**src/rtl/mem_arbiter_if.sv**
```systemverilog
// rtl/mem_arbiter_if.sv - fetch, load/store and memory-port signal bundle for mem_arbiter
interface mem_arbiter_if #(
  parameter int DATA_WIDTH  = 32,
  parameter int MADDR_WIDTH = 32
);
  // fetch requester
  logic                      if_req_valid;
  logic                      if_req_ready;
  logic [MADDR_WIDTH-1:0]    if_req_addr;
  logic                      if_resp_valid;
  logic [DATA_WIDTH-1:0]     if_resp_data;

  // load/store requester
  logic                      ls_req_valid;
  logic                      ls_req_ready;
  logic [MADDR_WIDTH-1:0]    ls_req_addr;
  logic                      ls_req_wen;
  logic [DATA_WIDTH/8-1:0]   ls_req_wmask;
  logic [DATA_WIDTH-1:0]     ls_req_wdata;
  logic                      ls_resp_valid;
  logic [DATA_WIDTH-1:0]     ls_resp_data;

  // shared downstream memory port
  logic                      mem_req_valid;
  logic                      mem_req_ready;
  logic [MADDR_WIDTH-1:0]    mem_req_addr;
  logic                      mem_req_wen;
  logic [DATA_WIDTH/8-1:0]   mem_req_wmask;
  logic [DATA_WIDTH-1:0]     mem_req_wdata;
  logic                      mem_resp_valid;
  logic [DATA_WIDTH-1:0]     mem_resp_data;

  // arbiter view
  modport slave (
    input  if_req_valid, if_req_addr,
    output if_req_ready, if_resp_valid, if_resp_data,
    input  ls_req_valid, ls_req_addr, ls_req_wen, ls_req_wmask, ls_req_wdata,
    output ls_req_ready, ls_resp_valid, ls_resp_data,
    output mem_req_valid, mem_req_addr, mem_req_wen, mem_req_wmask, mem_req_wdata,
    input  mem_req_ready, mem_resp_valid, mem_resp_data
  );

  // requester/memory environment view
  modport master (
    output if_req_valid, if_req_addr,
    input  if_req_ready, if_resp_valid, if_resp_data,
    output ls_req_valid, ls_req_addr, ls_req_wen, ls_req_wmask, ls_req_wdata,
    input  ls_req_ready, ls_resp_valid, ls_resp_data,
    input  mem_req_valid, mem_req_addr, mem_req_wen, mem_req_wmask, mem_req_wdata,
    output mem_req_ready, mem_resp_valid, mem_resp_data
  );
endinterface

```
**src/rtl/mem_arbiter.sv**
```systemverilog
// rtl/mem_arbiter.sv - round-robin two-requester arbiter onto one memory port, single outstanding transaction
module mem_arbiter #(
  parameter int DATA_WIDTH  = 32,
  parameter int MADDR_WIDTH = 32
) (
  input  logic          clk,
  input  logic          rst,
  mem_arbiter_if.slave  bus,
  output logic          busy
);
  localparam int MASK_WIDTH = DATA_WIDTH / 8;

  localparam logic [1:0] ST_IDLE = 2'd0;
  localparam logic [1:0] ST_REQ  = 2'd1;
  localparam logic [1:0] ST_RESP = 2'd2;

  localparam logic SRC_IF = 1'b0;
  localparam logic SRC_LS = 1'b1;

  logic [1:0]             state_q, state_d;
  logic                   owner_q, owner_d;
  logic                   last_grant_q, last_grant_d;
  logic [MADDR_WIDTH-1:0] addr_q, addr_d;
  logic                   wen_q, wen_d;
  logic [MASK_WIDTH-1:0]  wmask_q, wmask_d;
  logic [DATA_WIDTH-1:0]  wdata_q, wdata_d;
  logic                   if_resp_valid_q, if_resp_valid_d;
  logic                   ls_resp_valid_q, ls_resp_valid_d;
  logic [DATA_WIDTH-1:0]  if_resp_data_q, if_resp_data_d;
  logic [DATA_WIDTH-1:0]  ls_resp_data_q, ls_resp_data_d;

  logic is_idle;
  logic sel_ls;
  logic if_hs;
  logic ls_hs;

  // Pick the winner in IDLE: a lone requester wins, a tie goes to whoever was not granted last.
  // Readies are also held low while reset is asserted so nothing is accepted during reset.
  always_comb begin
    is_idle = (state_q == ST_IDLE);
    sel_ls  = 1'b0;
    if (bus.ls_req_valid && !bus.if_req_valid) begin
      sel_ls = 1'b1;
    end else if (bus.ls_req_valid && bus.if_req_valid) begin
      sel_ls = (last_grant_q == SRC_IF);
    end
    if_hs = rst && is_idle && bus.if_req_valid && !sel_ls;
    ls_hs = rst && is_idle && bus.ls_req_valid && sel_ls;
  end

  assign bus.if_req_ready  = if_hs;
  assign bus.ls_req_ready  = ls_hs;

  assign bus.mem_req_valid = (state_q == ST_REQ);
  assign bus.mem_req_addr  = addr_q;
  assign bus.mem_req_wen   = wen_q;
  assign bus.mem_req_wmask = wmask_q;
  assign bus.mem_req_wdata = wdata_q;

  assign bus.if_resp_valid = if_resp_valid_q;
  assign bus.if_resp_data  = if_resp_data_q;
  assign bus.ls_resp_valid = ls_resp_valid_q;
  assign bus.ls_resp_data  = ls_resp_data_q;

  assign busy = (state_q != ST_IDLE);

  // Next-state: latch the accepted request, wait for the downstream handshake, then route the response.
  always_comb begin
    state_d         = state_q;
    owner_d         = owner_q;
    last_grant_d    = last_grant_q;
    addr_d          = addr_q;
    wen_d           = wen_q;
    wmask_d         = wmask_q;
    wdata_d         = wdata_q;
    if_resp_valid_d = 1'b0;
    ls_resp_valid_d = 1'b0;
    if_resp_data_d  = if_resp_data_q;
    ls_resp_data_d  = ls_resp_data_q;

    case (state_q)
      ST_IDLE: begin
        if (if_hs) begin
          // Fetch is read-only, so the write fields are forced to zero on the memory port.
          addr_d       = bus.if_req_addr;
          wen_d        = 1'b0;
          wmask_d      = '0;
          wdata_d      = '0;
          owner_d      = SRC_IF;
          last_grant_d = SRC_IF;
          state_d      = ST_REQ;
        end else if (ls_hs) begin
          addr_d       = bus.ls_req_addr;
          wen_d        = bus.ls_req_wen;
          wmask_d      = bus.ls_req_wmask;
          wdata_d      = bus.ls_req_wdata;
          owner_d      = SRC_LS;
          last_grant_d = SRC_LS;
          state_d      = ST_REQ;
        end
      end
      ST_REQ: begin
        // A response arriving alongside the request handshake is not ours yet and is ignored.
        if (bus.mem_req_ready) begin
          state_d = ST_RESP;
        end
      end
      ST_RESP: begin
        if (bus.mem_resp_valid) begin
          if (owner_q == SRC_LS) begin
            ls_resp_data_d  = bus.mem_resp_data;
            ls_resp_valid_d = 1'b1;
          end else begin
            if_resp_data_d  = bus.mem_resp_data;
            if_resp_valid_d = 1'b1;
          end
          state_d = ST_IDLE;
        end
      end
      default: begin
        state_d = ST_IDLE;
      end
    endcase
  end

  // State and datapath registers; reset drops any in-flight transaction without a response.
  always_ff @(posedge clk or negedge rst) begin
    if (!rst) begin
      state_q         <= ST_IDLE;
      owner_q         <= SRC_IF;
      last_grant_q    <= SRC_IF;
      addr_q          <= '0;
      wen_q           <= 1'b0;
      wmask_q         <= '0;
      wdata_q         <= '0;
      if_resp_valid_q <= 1'b0;
      ls_resp_valid_q <= 1'b0;
      if_resp_data_q  <= '0;
      ls_resp_data_q  <= '0;
    end else begin
      state_q         <= state_d;
      owner_q         <= owner_d;
      last_grant_q    <= last_grant_d;
      addr_q          <= addr_d;
      wen_q           <= wen_d;
      wmask_q         <= wmask_d;
      wdata_q         <= wdata_d;
      if_resp_valid_q <= if_resp_valid_d;
      ls_resp_valid_q <= ls_resp_valid_d;
      if_resp_data_q  <= if_resp_data_d;
      ls_resp_data_q  <= ls_resp_data_d;
    end
  end
endmodule

```
**src/flat_wrapper.sv**
```systemverilog
// flat-port wrapper written by rule: the top's interface ports become plain ports
module mem_arbiter_flat 
#(
  parameter int DATA_WIDTH  = 32,
  parameter int MADDR_WIDTH = 32
)
  (clk, rst, busy, bus_if_req_valid, bus_if_req_addr, bus_if_req_ready, bus_if_resp_valid, bus_if_resp_data, bus_ls_req_valid, bus_ls_req_addr, bus_ls_req_wen, bus_ls_req_wmask, bus_ls_req_wdata, bus_ls_req_ready, bus_ls_resp_valid, bus_ls_resp_data, bus_mem_req_valid, bus_mem_req_addr, bus_mem_req_wen, bus_mem_req_wmask, bus_mem_req_wdata, bus_mem_req_ready, bus_mem_resp_valid, bus_mem_resp_data);
  mem_arbiter_if #(.DATA_WIDTH(DATA_WIDTH), .MADDR_WIDTH(MADDR_WIDTH)) bus_i ();
  input  logic clk;
  input  logic rst;
  output logic busy;
  input wire logic [$bits(bus_i.if_req_valid)-1:0] bus_if_req_valid;
  input wire logic [$bits(bus_i.if_req_addr)-1:0] bus_if_req_addr;
  output wire logic [$bits(bus_i.if_req_ready)-1:0] bus_if_req_ready;
  output wire logic [$bits(bus_i.if_resp_valid)-1:0] bus_if_resp_valid;
  output wire logic [$bits(bus_i.if_resp_data)-1:0] bus_if_resp_data;
  input wire logic [$bits(bus_i.ls_req_valid)-1:0] bus_ls_req_valid;
  input wire logic [$bits(bus_i.ls_req_addr)-1:0] bus_ls_req_addr;
  input wire logic [$bits(bus_i.ls_req_wen)-1:0] bus_ls_req_wen;
  input wire logic [$bits(bus_i.ls_req_wmask)-1:0] bus_ls_req_wmask;
  input wire logic [$bits(bus_i.ls_req_wdata)-1:0] bus_ls_req_wdata;
  output wire logic [$bits(bus_i.ls_req_ready)-1:0] bus_ls_req_ready;
  output wire logic [$bits(bus_i.ls_resp_valid)-1:0] bus_ls_resp_valid;
  output wire logic [$bits(bus_i.ls_resp_data)-1:0] bus_ls_resp_data;
  output wire logic [$bits(bus_i.mem_req_valid)-1:0] bus_mem_req_valid;
  output wire logic [$bits(bus_i.mem_req_addr)-1:0] bus_mem_req_addr;
  output wire logic [$bits(bus_i.mem_req_wen)-1:0] bus_mem_req_wen;
  output wire logic [$bits(bus_i.mem_req_wmask)-1:0] bus_mem_req_wmask;
  output wire logic [$bits(bus_i.mem_req_wdata)-1:0] bus_mem_req_wdata;
  input wire logic [$bits(bus_i.mem_req_ready)-1:0] bus_mem_req_ready;
  input wire logic [$bits(bus_i.mem_resp_valid)-1:0] bus_mem_resp_valid;
  input wire logic [$bits(bus_i.mem_resp_data)-1:0] bus_mem_resp_data;
  assign bus_i.if_req_valid = bus_if_req_valid;
  assign bus_i.if_req_addr = bus_if_req_addr;
  assign bus_if_req_ready = bus_i.if_req_ready;
  assign bus_if_resp_valid = bus_i.if_resp_valid;
  assign bus_if_resp_data = bus_i.if_resp_data;
  assign bus_i.ls_req_valid = bus_ls_req_valid;
  assign bus_i.ls_req_addr = bus_ls_req_addr;
  assign bus_i.ls_req_wen = bus_ls_req_wen;
  assign bus_i.ls_req_wmask = bus_ls_req_wmask;
  assign bus_i.ls_req_wdata = bus_ls_req_wdata;
  assign bus_ls_req_ready = bus_i.ls_req_ready;
  assign bus_ls_resp_valid = bus_i.ls_resp_valid;
  assign bus_ls_resp_data = bus_i.ls_resp_data;
  assign bus_mem_req_valid = bus_i.mem_req_valid;
  assign bus_mem_req_addr = bus_i.mem_req_addr;
  assign bus_mem_req_wen = bus_i.mem_req_wen;
  assign bus_mem_req_wmask = bus_i.mem_req_wmask;
  assign bus_mem_req_wdata = bus_i.mem_req_wdata;
  assign bus_i.mem_req_ready = bus_mem_req_ready;
  assign bus_i.mem_resp_valid = bus_mem_resp_valid;
  assign bus_i.mem_resp_data = bus_mem_resp_data;
  mem_arbiter #(.DATA_WIDTH(DATA_WIDTH), .MADDR_WIDTH(MADDR_WIDTH)) u_core (.clk(clk), .rst(rst), .bus(bus_i), .busy(busy));
endmodule
```
**config.mk**
```make
export PLATFORM = sky130hd
export DESIGN_NAME = mem_arbiter_flat
export DESIGN_NICKNAME = d
export VERILOG_FILES = /design/src/rtl/mem_arbiter_if.sv /design/src/rtl/mem_arbiter.sv /design/src/flat_wrapper.sv
export SDC_FILE = /design/constraint.sdc
export NUM_CORES = 1
export LEC_CHECK = 0
export BUFFER_PORTS_ARGS = -buffer_cell sky130_fd_sc_hd__buf_4
export CAP_MARGIN = 20
export CORE_AREA = 2 2 122 124
export CTS_BUF_LIST = sky130_fd_sc_hd__clkbuf_16
export DETAILED_ROUTE_END_ITERATION = 10
export DIE_AREA = 0 0 124 126
export GPL_TIMING_DRIVEN = 0
export PLACE_DENSITY = 0.77
export REMOVE_ABC_BUFFERS = 1
export SYNTH_ARGS = -nofsm -noshare
export SYNTH_HDL_FRONTEND = slang
export SYNTH_SLANG_ARGS = --single-unit
```
**constraint.sdc**
```tcl
create_clock -name clk -period 4.25 [get_ports clk]
set_input_delay 0 -clock clk [delete_from_list [all_inputs] [get_ports clk]]
set_output_delay 0 -clock clk [all_outputs]
set_load 0.01 [all_outputs]
```
==> results.md, run 1 <==
* DP HPWL at 11.69 mm
* Final worst setup slack at 1.039 ns
* Max_cap viols at 0
* Fillers at 923
* Combinational Power Share at 43.4%
* Largest net degree at the start of global routing at 75
* Total number of vias at 5,341
* TritonRoute pass-1 iters at 5
* Root Driver: clkbuf_16
* Net Sw Frac at 32.27%
* Drt wl/cell at 19.28 microns
* Area contributors post-synth: dfrtp_1 (62%), mux2_2 (13%), a22o_1 (5.9%)
* Leading area contributor after synthesis: dfrtp_1
* Layout cell share with drive strength beyond 1 at 47.28%
* Synth cell types at 27
* Final Cycle Share at 75.56%
* Sequential power share at 34.5%
* Area Overhead vs Synth at 75.85%
* Initial antenna violation count at 0
* Skew-Pair Late Insertion Delay at 0.41 ns
* Internal power at 4.644 mW
* Final Hold Viols at 0
* Fin area at 0.009866 sq mm
* Setup crit start kind: input pin
* I/O pins at 278
* Synth Cell Area at 0.005610 sq mm
* Clock transition at path regs at 0.06 ns
* Die width at 124 microns
* First-pass GRT wire length at 29.19 mm
* Reg-to-Reg Start: u_core.state_q[1]
* Final Slew Violations at 0
* Async SR Flop Fraction at 100.0%
* CTS tree: done
* Worst hold path endpoint: u_core.bus.mem_req_addr[14]
* Crit end category: flop
* Mapped Cells at 397
* Clock Skew at 0.006533 ns
* Synth warnings at 0
* Fmax at 0.3114 GHz
* Total track usage at 24.20%
* LEAKAGE at 4.717 nW
* Final Setup Violations at 0
* Routability cong. at 0.7427
* Largest family of logic cells by synthesized area: compound AO/OA/AOI/OAI gates
* Mean Syn Cell Area at 14.13 sq um
* Hold path depth at 3
* Worst-margin pin slew at 1.041 ns
* Rows at 44
* Buffers on Ports at 277
* Switching power at 2.213 mW
* Mux cell area share after synthesis at 12.85%
* Top FF cell, synth: dfrtp_1
* PwrDens at 695.0 mW/mm^2
* Nets at 935
* Remaining DRCs at 0
* Die Area at 0.01562 sq mm
* Critical Path AT at 3.49 ns
* Vias in the first global route at 5,759
* Post-synthesis simple-gate area fraction at 1.873%
* Starting Density at 39.20%
* Routed Antenna Nets at 0
* RSZ-0062 raised after global routing: false
* Worst hold path class: in2reg
* Most common library cells after synthesis: dfrtp_1 (138), mux2_2 (63), a22o_1 (38)
* Total Power at 6.857 mW
* Total Wirelength at 19.13 mm
* Area after DPL at 0.007908 sq mm
* Max clock buf depth at 2
* Status: finished, final reports clean
* Max-slew headroom at 30.61%
* FF-to-FF End: u_core.bus.mem_req_addr[13]
* Worst Path Max Fanout at 74
* Maximum vdd ir drop at 0.4443 mV
* Die Ht at 126 microns
* Total clock buffers created by CTS at 17
* CTS resizes at 0
* XOR/XNOR Fraction of Synth Area at 0%
* Compound-Gate Fraction of Synth Area at 19.71%
* First DRT Iteration DRCs at 392
* Sequential area share after synthesis at 61.55%
* Total grt overflow at 0
* CP Class: in2reg
* Core ar. at 0.01431 sq mm
* Place WS at 1.689 ns
* Reg2reg path depth at 5
* Worst Path Required at 4.53 ns
* Clock group share of total power at 22.1%
* Final worst path period need at 3.211 ns
* Count leader, synth: dfrtp_1
* Routed vias/inst at 5.384
* Number of synthesized flops with an enable pin at 0
* Post-synthesis adder-cell area fraction at 0%
* Top cell type's share of synthesized area at 61.55%
* CTS HTree Levels at 4
* R2r setup slk at 1.37 ns
* Min-delay src: bus_if_req_addr[14]
* #FFs+latches synth at 138
* Diodes inserted at 0
* Sink Count at 138
-- layer usage --
metal / wire length, microns / track usage (%) / part of all wire [%]
met5: 0 / 0 / 0
met4: 485 / 10.18 / 2.5
met3: 1826 / 8.243 / 9.5
met2: 9802 / 41.76 / 51
met1: 7014 / 27.02 / 37
-- repair_timing --
item	4_1_cts	5_1_grt
hold buffers	135	0
buffers inserted	0	0
endpoints found under the hold margin	207	0
-- through the flow --
step / std cells / TNS, ns / util (%) / hold WS, ns
2_1_floorplan: 355 / 0 / - / -0.2956
3_3_place_gp: 816 / -132.99 / 53.81 / 0.2248
3_5_place_dp: 826 / 0 / 55.24 / 0.07532
4_1_cts: 992 / 0 / 68.92 / 0.01344
5_1_grt: 992 / 0 / 68.92 / 0.03113
6_report: 992 / 0 / 68.92 / 0.03848
-- flip-flops by register name, summed over array words and instances, names as in the netlist --
| register | count |
|---|---|
| u_core.bus.if_resp_data | 32 |
| u_core.bus.ls_resp_data | 32 |
| u_core.bus.mem_req_addr | 32 |
| u_core.bus.mem_req_wdata | 32 |
| u_core.bus.mem_req_wmask | 4 |
| u_core.state_q | 2 |
| u_core.bus.if_resp_valid | 1 |
| u_core.bus.ls_resp_valid | 1 |
| u_core.bus.mem_req_wen | 1 |
| u_core.owner_q | 1 |
-- power by group through the flow --
stage	Sequential, mW	Combinational [mW]	Clock (mW)
after global routing	2.44	3.16	1.60
final	2.37	2.97	1.52
after detailed placement	2.35	2.63	0
after floorplan	2.60	0.843	0
after CTS	2.35	2.94	1.55
after global placement	2.31	2.48	0
-- layout make-up --
| cell class | count | area, sq um | share of cell area, % |
|---|---|---|---|
| tap | 184 | 230.2 | 2.334 |
| clock inverter | 14 | 181.4 | 1.839 |
| multi-input combinational | 215 | 1941 | 19.67 |
| sequential | 138 | 3453 | 35.00 |
| clock buffer | 17 | 425.4 | 4.312 |
| timing repair buffer | 422 | 3627 | 36.77 |
| inverter | 2 | 7.507 | 0.07609 |
-- logic make-up after synthesis --
family	count (synthesis)
AO/OA/AOI/OAI	136
flip-flops	138
multiplexers	64
buffers and inverters	44
AND/OR/NAND/NOR	15
-- cells in the final DEF (no fill, tap or decap), drive strengths merged, types with 2 or more instances in the layout --
| master | instances |
|---|---|
| a22o | 38 |
| a31oi | 32 |
| and3 | 2 |
| buf | 287 |
| bufinv | 4 |
| clkbuf | 17 |
| clkinv | 5 |
| clkinvlp | 2 |
| dfrtp | 138 |
| dlygate4sd3 | 135 |
| inv | 5 |
| mux2 | 64 |
| nand2 | 3 |
| nand2b | 2 |
| nor2b | 2 |
| o2bb2ai | 32 |
| o311ai | 32 |
| or2 | 2 |
-- how the worst max path moves through the flow --
stage / from / endpoint
after floorplan: u_core.state_q[0] / u_core.bus.mem_req_wdata[0]
after global placement: rst / u_core.bus.mem_req_wdata[22]
after detailed placement: rst / u_core.bus.mem_req_wmask[2]
after CTS: rst / u_core.bus.mem_req_addr[10]
after global routing: rst / u_core.bus.mem_req_addr[2]
final: rst / u_core.bus.mem_req_addr[13]
-- worst max-delay path, stage by stage --
cell           delay, ns
dlygate4sd3_1       0.55
buf_6               0.52
nor3b_4             0.72
nand2_2             0.52
buf_12              0.37
o2bb2ai_1           0.16
dlygate4sd3_1       0.59
(Power assumes the default switching activity.)
==> run 2, diff against run 1 <==
==> constraint.sdc (replaced) <==
create_clock -name clk -period 3.3 [get_ports clk]
set_input_delay 0 -clock clk [delete_from_list [all_inputs] [get_ports clk]]
set_output_delay 0 -clock clk [all_outputs]
set_load 0.01 [all_outputs]
==> results.md, run 2 (synthesis gave the netlist of run 1 again) <==
* Status: finished, final reports clean (unchanged)
* Area after DPL at 0.007908 sq mm (unchanged)
* CTS tree: done (unchanged)
* Clock transition at path regs at 0.06 ns (about the same)
* Placed Instances at 826 (unchanged)
* Initial antenna violation count at 0 (unchanged)
* Final Setup Violations at 0 (unchanged)
* Area Overhead vs Synth at 75.98% (was 75.85%)
* Final worst path period need at 2.670 ns
* Max clock buf depth at 2 (unchanged)
* Total number of vias at 5,315 (was 5,341)
* Final Cycle Share at 80.92%
* Critical path cell sequence: dlygate4sd3_1 > buf_6 > nor3b_4 > nand2_2 > buf_12 > o2bb2ai_1 > dlygate4sd3_1 (unchanged)
* Buffers on Ports at 277 (unchanged)
* Max-slew headroom at 30.65% (was 30.61%)
* Max_cap viols at 0 (unchanged)
* Hold WS at 0.04175 ns (was 0.03848 ns)
* DP HPWL at 11.69 mm (unchanged)
* Crit-path slowest cell: dlygate4sd3_1 (was nor3b_4)
* Crit path from: rst (unchanged)
* Min-delay src: bus_if_req_addr[14] (unchanged)
* Die width at 124 microns (unchanged)
* Drt wl/cell at 19.29 microns (was 19.28 microns)
* Nets at 936 (was 935)
* Commonest non-fill, non-tap cell in the layout: buf_4 (unchanged)
* Maximum vdd ir drop at 0.5722 mV (was 0.4443 mV)
* CP Class: in2reg (unchanged)
* Worst Path Required at 3.58 ns (was 4.53 ns)
* Routability cong. at 0.7427 (unchanged)
* Area of the multi-input gates at 0.001941 sq mm (unchanged)
* PwrDens at 895.7 mW/mm^2 (was 695.0 mW/mm^2)
* Combinational Power Share at 43.4% (about the same)
* Final Hold Viols at 0 (unchanged)
* Worst hold path class: in2reg (unchanged)
* Diodes inserted at 0 (unchanged)
* Die Area at 0.01562 sq mm (unchanged)
* CTS HTree Levels at 4 (unchanged)
* Fillers at 922 (was 923)
* Total clock buffers created by CTS at 17 (unchanged)
* CP dominant cell by count: dlygate4sd3_1 (unchanged)
* Setup crit start kind: input pin (unchanged)
* Clock Skew at 0.006262 ns (was 0.006533 ns)
* Switching power at 2.857 mW (was 2.213 mW)
* Sequential power share at 34.5% (about the same)
* Crit-path max cell delay at 0.60 ns (was 0.72 ns)
* Final Slew Violations at 0 (unchanged)
* Routed vias/inst at 5.352 (was 5.384)
* Fin area at 0.009873 sq mm (was 0.009866 sq mm)
* Vias in the first global route at 5,759 (unchanged)
* Die Ht at 126 microns (unchanged)
* First-pass GRT wire length at 29.19 mm (unchanged)
* Worst Path Max Fanout at 74 (unchanged)
* Critical Path AT at 2.95 ns (was 3.49 ns)
* Starting Density at 39.20% (unchanged)
* I/O pins at 278 (unchanged)
* Sequential Area at 0.003453 sq mm (unchanged)
* Most frequent cells in the layout: buf_4 (277), dfrtp_1 (138), dlygate4sd3_1 (135) (was buf_4 (276), dfrtp_1 (138), dlygate4sd3_1 (135))
* Rows at 44 (unchanged)
* Largest net degree at the start of global routing at 75 (unchanged)
* Total track usage at 24.20% (unchanged)
* Layout cell share with drive strength beyond 1 at 47.34% (was 47.28%)
* LEAKAGE at 4.722 nW (was 4.717 nW)
* Routed Antenna Nets at 0 (unchanged)
* Crit path max-delay family: buffers and inverters (unchanged)
* Internal power at 5.987 mW (was 4.644 mW)
* RSZ-0062 raised after global routing: false (unchanged)
* Clock group share of total power at 22.1% (about the same)
* Reg-to-Reg Start: u_core.owner_q (was u_core.state_q[1])
* TritonRoute pass-1 iters at 5 (unchanged)
* CTS resizes at 0 (unchanged)
* Total Wirelength at 19.15 mm (was 19.13 mm)
* Sink Count at 138 (unchanged)
* Total grt overflow at 0 (unchanged)
* Reg2reg path depth at 5 (unchanged)
* Hold path depth at 3 (unchanged)
* Core ar. at 0.01431 sq mm (unchanged)
* Remaining DRCs at 0 (unchanged)
* Root Driver: clkbuf_16 (unchanged)
* First DRT Iteration DRCs at 360 (was 392)
* Number of stages on the worst setup path at 7 (unchanged)
* Skew-Pair Late Insertion Delay at 0.41 ns (about the same)
* Net Sw Frac at 32.30% (was 32.27%)
* Crit end category: flop (unchanged)
* Final Non-Filler Cells at 993 (was 992)
* Worst-margin pin slew at 1.040 ns (was 1.041 ns)
* Fmax at 0.3745 GHz
* Bufs and invs on worst path at 4 (unchanged)
==> run 2: cell count changes in the layout (fill, tap and decap cells not counted) <==
cell   previous run  this run
buf_4           276       277
==> run 2: cell type report <==
| type | instances | share of cell area, % |
|---|---|---|
| inverter | 2 | 0.07604 |
| tap | 184 | 2.332 |
| clock inverter | 14 | 1.838 |
| timing repair buffer | 423 | 36.81 |
| sequential | 138 | 34.98 |
| clock buffer | 17 | 4.309 |
| multi-input combinational | 215 | 19.66 |
==> run 2: what timing repair did <==
| item | CTS | global route |
|---|---|---|
| hold buffers | 135 | 0 |
| setup buffers | 0 | 1 |
| endpoints found under the setup margin | 0 | 31 |
| hold endpoints to repair | 207 | 0 |
==> run 2: through the flow <==
stage	setup TNS [ns]	util (%)	setup WS (ns)	total power, mW
3_5_place_dp	0	55.24	0.7389	6.411
5_1_grt	0	68.98	0.4840	9.281
4_1_cts	0	68.92	0.1576	8.808
6_report	0	68.98	0.6297	8.844
3_3_place_gp	-202.34	53.81	-2.860	6.164
2_1_floorplan	-37.62	-	-0.5658	4.429
==> run 2: final timing paths <==
check,end,slack (ns)
hold reg to reg,u_core.bus.mem_req_wdata[30],0.50
hold / removal,u_core.bus.mem_req_addr[14],0.04
min in group asynchronous,u_core.bus.ls_resp_data[28],0.19
setup / recovery,u_core.bus.mem_req_addr[13],0.63
max in group asynchronous,u_core.bus.mem_req_wmask[0],2.34
setup reg to reg,u_core.bus.mem_req_addr[22],0.95
==> run 2: worst min-delay path, cell delays in order <==
cell and delay, ns:
buf_4 0.08, o311ai_0 0.15, o2bb2ai_1 0.17
==> run 2: power by group through the flow <==
stage               sequential [mW]  combinational [mW]  clock, mW
CTS                            3.03                3.78       2.00
global route                   3.14                4.08       2.06
floorplan                      3.34                1.09          0
finish                         3.05                3.84       1.96
detailed placement             3.03                3.38          0
global placement               2.97                3.20          0
==> run 2: per-layer routing <==
| layer | routed length [microns] | vias to the layer above | track usage, % |
|---|---|---|---|
| met5 | 0 | - | 0 |
| met4 | 449 | 0 | 10.18 |
| met3 | 1799 | 47 | 8.243 |
| met2 | 9824 | 300 | 41.76 |
| met1 | 7080 | 2616 | 27.02 |
| li1 | - | 2352 | - |
==> run 3, diff against run 2 <==
==> constraint.sdc (replaced) <==
create_clock -name clk -period 2.8 [get_ports clk]
set_input_delay 0 -clock clk [delete_from_list [all_inputs] [get_ports clk]]
set_output_delay 0 -clock clk [all_outputs]
set_load 0.01 [all_outputs]
==> results.md, run 3 (synthesis gave the netlist of run 1 again) <==
* Max clock buf depth at 2 (unchanged)
* Total number of vias at 5,419 (was 5,315)
* Vias in the first global route at 5,724 (was 5,759)
* Nets at 936 (unchanged)
* Total clock buffers created by CTS at 17 (unchanged)
* Clock Skew at 0.007889 ns (was 0.006262 ns)
* TritonRoute pass-1 iters at 6 (was 5)
* Crit end category: output pin (was flop)
* LEAKAGE at 4.701 nW (was 4.722 nW)
* Maximum vdd ir drop at 0.6343 mV (was 0.5722 mV)
* Fmax at 0.4068 GHz
* Final Non-Filler Cells at 994 (was 993)
* Post CTS Setup Buffer Count at 0 (unchanged)
* RSZ-0062 raised after global routing: false (unchanged)
* Remaining DRCs at 0 (unchanged)
* CTS tree: done (unchanged)
* Critical path cell sequence: nor3b_4 > and3_2 > buf_16 > buf_4 (was dlygate4sd3_1 > buf_6 > nor3b_4 > nand2_2 > buf_12 > o2bb2ai_1 > dlygate4sd3_1)
* Largest net degree at the start of global routing at 73 (was 75)
* Reg2reg path depth at 4 (was 5)
* Crit path max-delay family: simple AND/OR/NAND/NOR gates (was buffers and inverters)
* Worst Path Max Fanout at 23 (was 74)
* First DRT Iteration DRCs at 341 (was 360)
* Rows at 44 (unchanged)
* Total grt overflow at 0 (unchanged)
* Worst hold path class: in2reg (unchanged)
* Hold path depth at 3 (unchanged)
* CP Class: reg2out (was in2reg)
* Initial antenna violation count at 1 (was 0)
* Max-slew headroom at 31.89% (was 30.65%)
* Skew-Pair Late Insertion Delay at 0.41 ns (about the same)
* I/O pins at 278 (unchanged)
* Routability cong. at 0.7427 (unchanged)
* Post-layout util at 69.14% (was 68.98%)
* PwrDens at 1025 mW/mm^2 (was 895.7 mW/mm^2)
* Clock group share of total power at 22.8% (was 22.1%)
* Total track usage at 25.16% (was 24.20%)
* Drt wl/cell at 19.86 microns (was 19.29 microns)
* Fillers at 906 (was 922)
* Final Hold Viols at 0 (unchanged)
* Total Wirelength at 19.74 mm (was 19.15 mm)
* Bufs and invs on worst path at 2 (was 4)
* Combinational Power Share at 41.6% (was 43.4%)
* Routed Antenna Nets at 0 (unchanged)
* Status: finished, final reports clean (unchanged)
* Worst-margin pin slew at 1.022 ns (was 1.040 ns)
* Final Cycle Share at 87.80%
* Most frequent cells in the layout: buf_4 (276), dfrtp_1 (138), dlygate4sd3_1 (135) (was buf_4 (277), dfrtp_1 (138), dlygate4sd3_1 (135))
* Die Area at 0.01562 sq mm (unchanged)
* Commonest non-fill, non-tap cell in the layout: buf_4 (unchanged)
* Crit-path max cell delay at 0.64 ns (was 0.60 ns)
* Starting Density at 39.20% (unchanged)
* Sequential power share at 35.6% (was 34.5%)
* Core ar. at 0.01431 sq mm (unchanged)
* Setup crit start kind: flop (was input pin)
* Internal power at 6.791 mW (was 5.987 mW)
* Sink Count at 138 (unchanged)
* Final worst path period need at 2.458 ns
* Area after DPL at 0.007908 sq mm (unchanged)
* Final Slew Violations at 0 (unchanged)
* Placed Instances at 826 (unchanged)
* Number of stages on the worst setup path at 4 (was 7)
* Final Setup Violations at 0 (unchanged)
* DP HPWL at 11.69 mm (unchanged)
* Layout cell share with drive strength beyond 1 at 47.47% (was 47.34%)
* Switching power at 3.352 mW (was 2.857 mW)
* Crit-path slowest cell: nor3b_4 (was dlygate4sd3_1)
* CTS HTree Levels at 4 (unchanged)
* Worst Path Required at 2.80 ns (was 3.58 ns)
* Buffers on Ports at 277 (unchanged)
* Net Sw Frac at 33.05% (was 32.30%)
* Fin area at 0.009897 sq mm (was 0.009873 sq mm)
* Clock transition at path regs at 0.05 ns (was 0.06 ns)
* Max_cap viols at 0 (unchanged)
* Die Ht at 126 microns (unchanged)
* Area of the multi-input gates at 0.001942 sq mm (was 0.001941 sq mm)
* Die width at 124 microns (unchanged)
* Critical Path AT at 2.46 ns (was 2.95 ns)
* Root Driver: clkbuf_16 (unchanged)
* First-pass GRT wire length at 30.07 mm (was 29.19 mm)
* Area Overhead vs Synth at 76.40% (was 75.98%)
* Routed vias/inst at 5.452 (was 5.352)
* Sequential Area at 0.003453 sq mm (unchanged)
[run 3: changes by cell type in the layout (fill, tap and decap cells not counted), sizes merged]
cell   previous run  this run
diode             0         1
[run 3: worst min-delay path, stage by stage]
cell,delay [ns]
buf_4,0.08
o311ai_0,0.16
o2bb2ai_1,0.17
[run 3: worst paths after layout]
path                                            start                            to  slack, ns
hold reg to reg            u_core.bus.mem_req_addr[5]    u_core.bus.mem_req_addr[5]       0.50
hold / removal                    bus_if_req_addr[14]   u_core.bus.mem_req_addr[14]       0.06
setup / recovery                    u_core.state_q[1]              bus_ls_req_ready       0.34
min in group asynchronous                         rst   u_core.bus.ls_resp_data[17]       0.19
max in group asynchronous                         rst   u_core.bus.mem_req_wdata[9]       2.27
setup reg to reg                    u_core.state_q[1]  u_core.bus.mem_req_wdata[18]       0.45
[run 3: area by class of cell]
class,instances,area share (%)
well taps,184,2.326
clock inverters,14,1.833
repair buffers,423,36.93
flip-flops and latches,138,34.89
clock buffers,17,4.298
inverters,2,0.07585
multi-input cells,215,19.62
diodes,1,0.02528
[run 3: timing repair]
| item | in CTS | in global routing |
|---|---|---|
| hold buffers | 136 | 0 |
| endpoints found under the setup margin | 0 | 1 |
| gates resized for setup | 0 | 1 |
| hold endpoints to repair | 207 | 0 |
[run 3: per-stage QoR]
stage | total power, mW | setup TNS (ns) | hold slack (ns) | setup slack, ns
after floorplan | 5.220 | -73.53 | -0.2956 | -1.066
after global placement | 7.264 | -242.02 | 0.2248 | -3.360
after detailed placement | 7.556 | 0 | 0.07532 | 0.2389
after CTS | 10.09 | 0 | 0.01344 | 0.1106
after global routing | 10.65 | 0 | 0.03748 | 0.1889
final | 10.14 | 0 | 0.05996 | 0.3416
[run 3: power groups by stage]
| stage | logic, mW | clock network, mW | registers (mW) |
|---|---|---|---|
| 3_5_place_dp | 3.99 | 0 | 3.57 |
| 5_1_grt | 4.49 | 2.44 | 3.72 |
| 6_report | 4.22 | 2.31 | 3.61 |
| 4_1_cts | 4.17 | 2.35 | 3.57 |
| 3_3_place_gp | 3.77 | 0 | 3.50 |
| 2_1_floorplan | 1.28 | 0 | 3.94 |
[run 3: routing by layer]
metal / routed length (microns) / vias up / GRT usage (%)
met5: 0 / - / 0
met4: 749 / 0 / 11.76
met3: 1654 / 72 / 7.563
met2: 10000 / 313 / 43.02
met1: 7331 / 2674 / 28.60
li1: - / 2360 / -
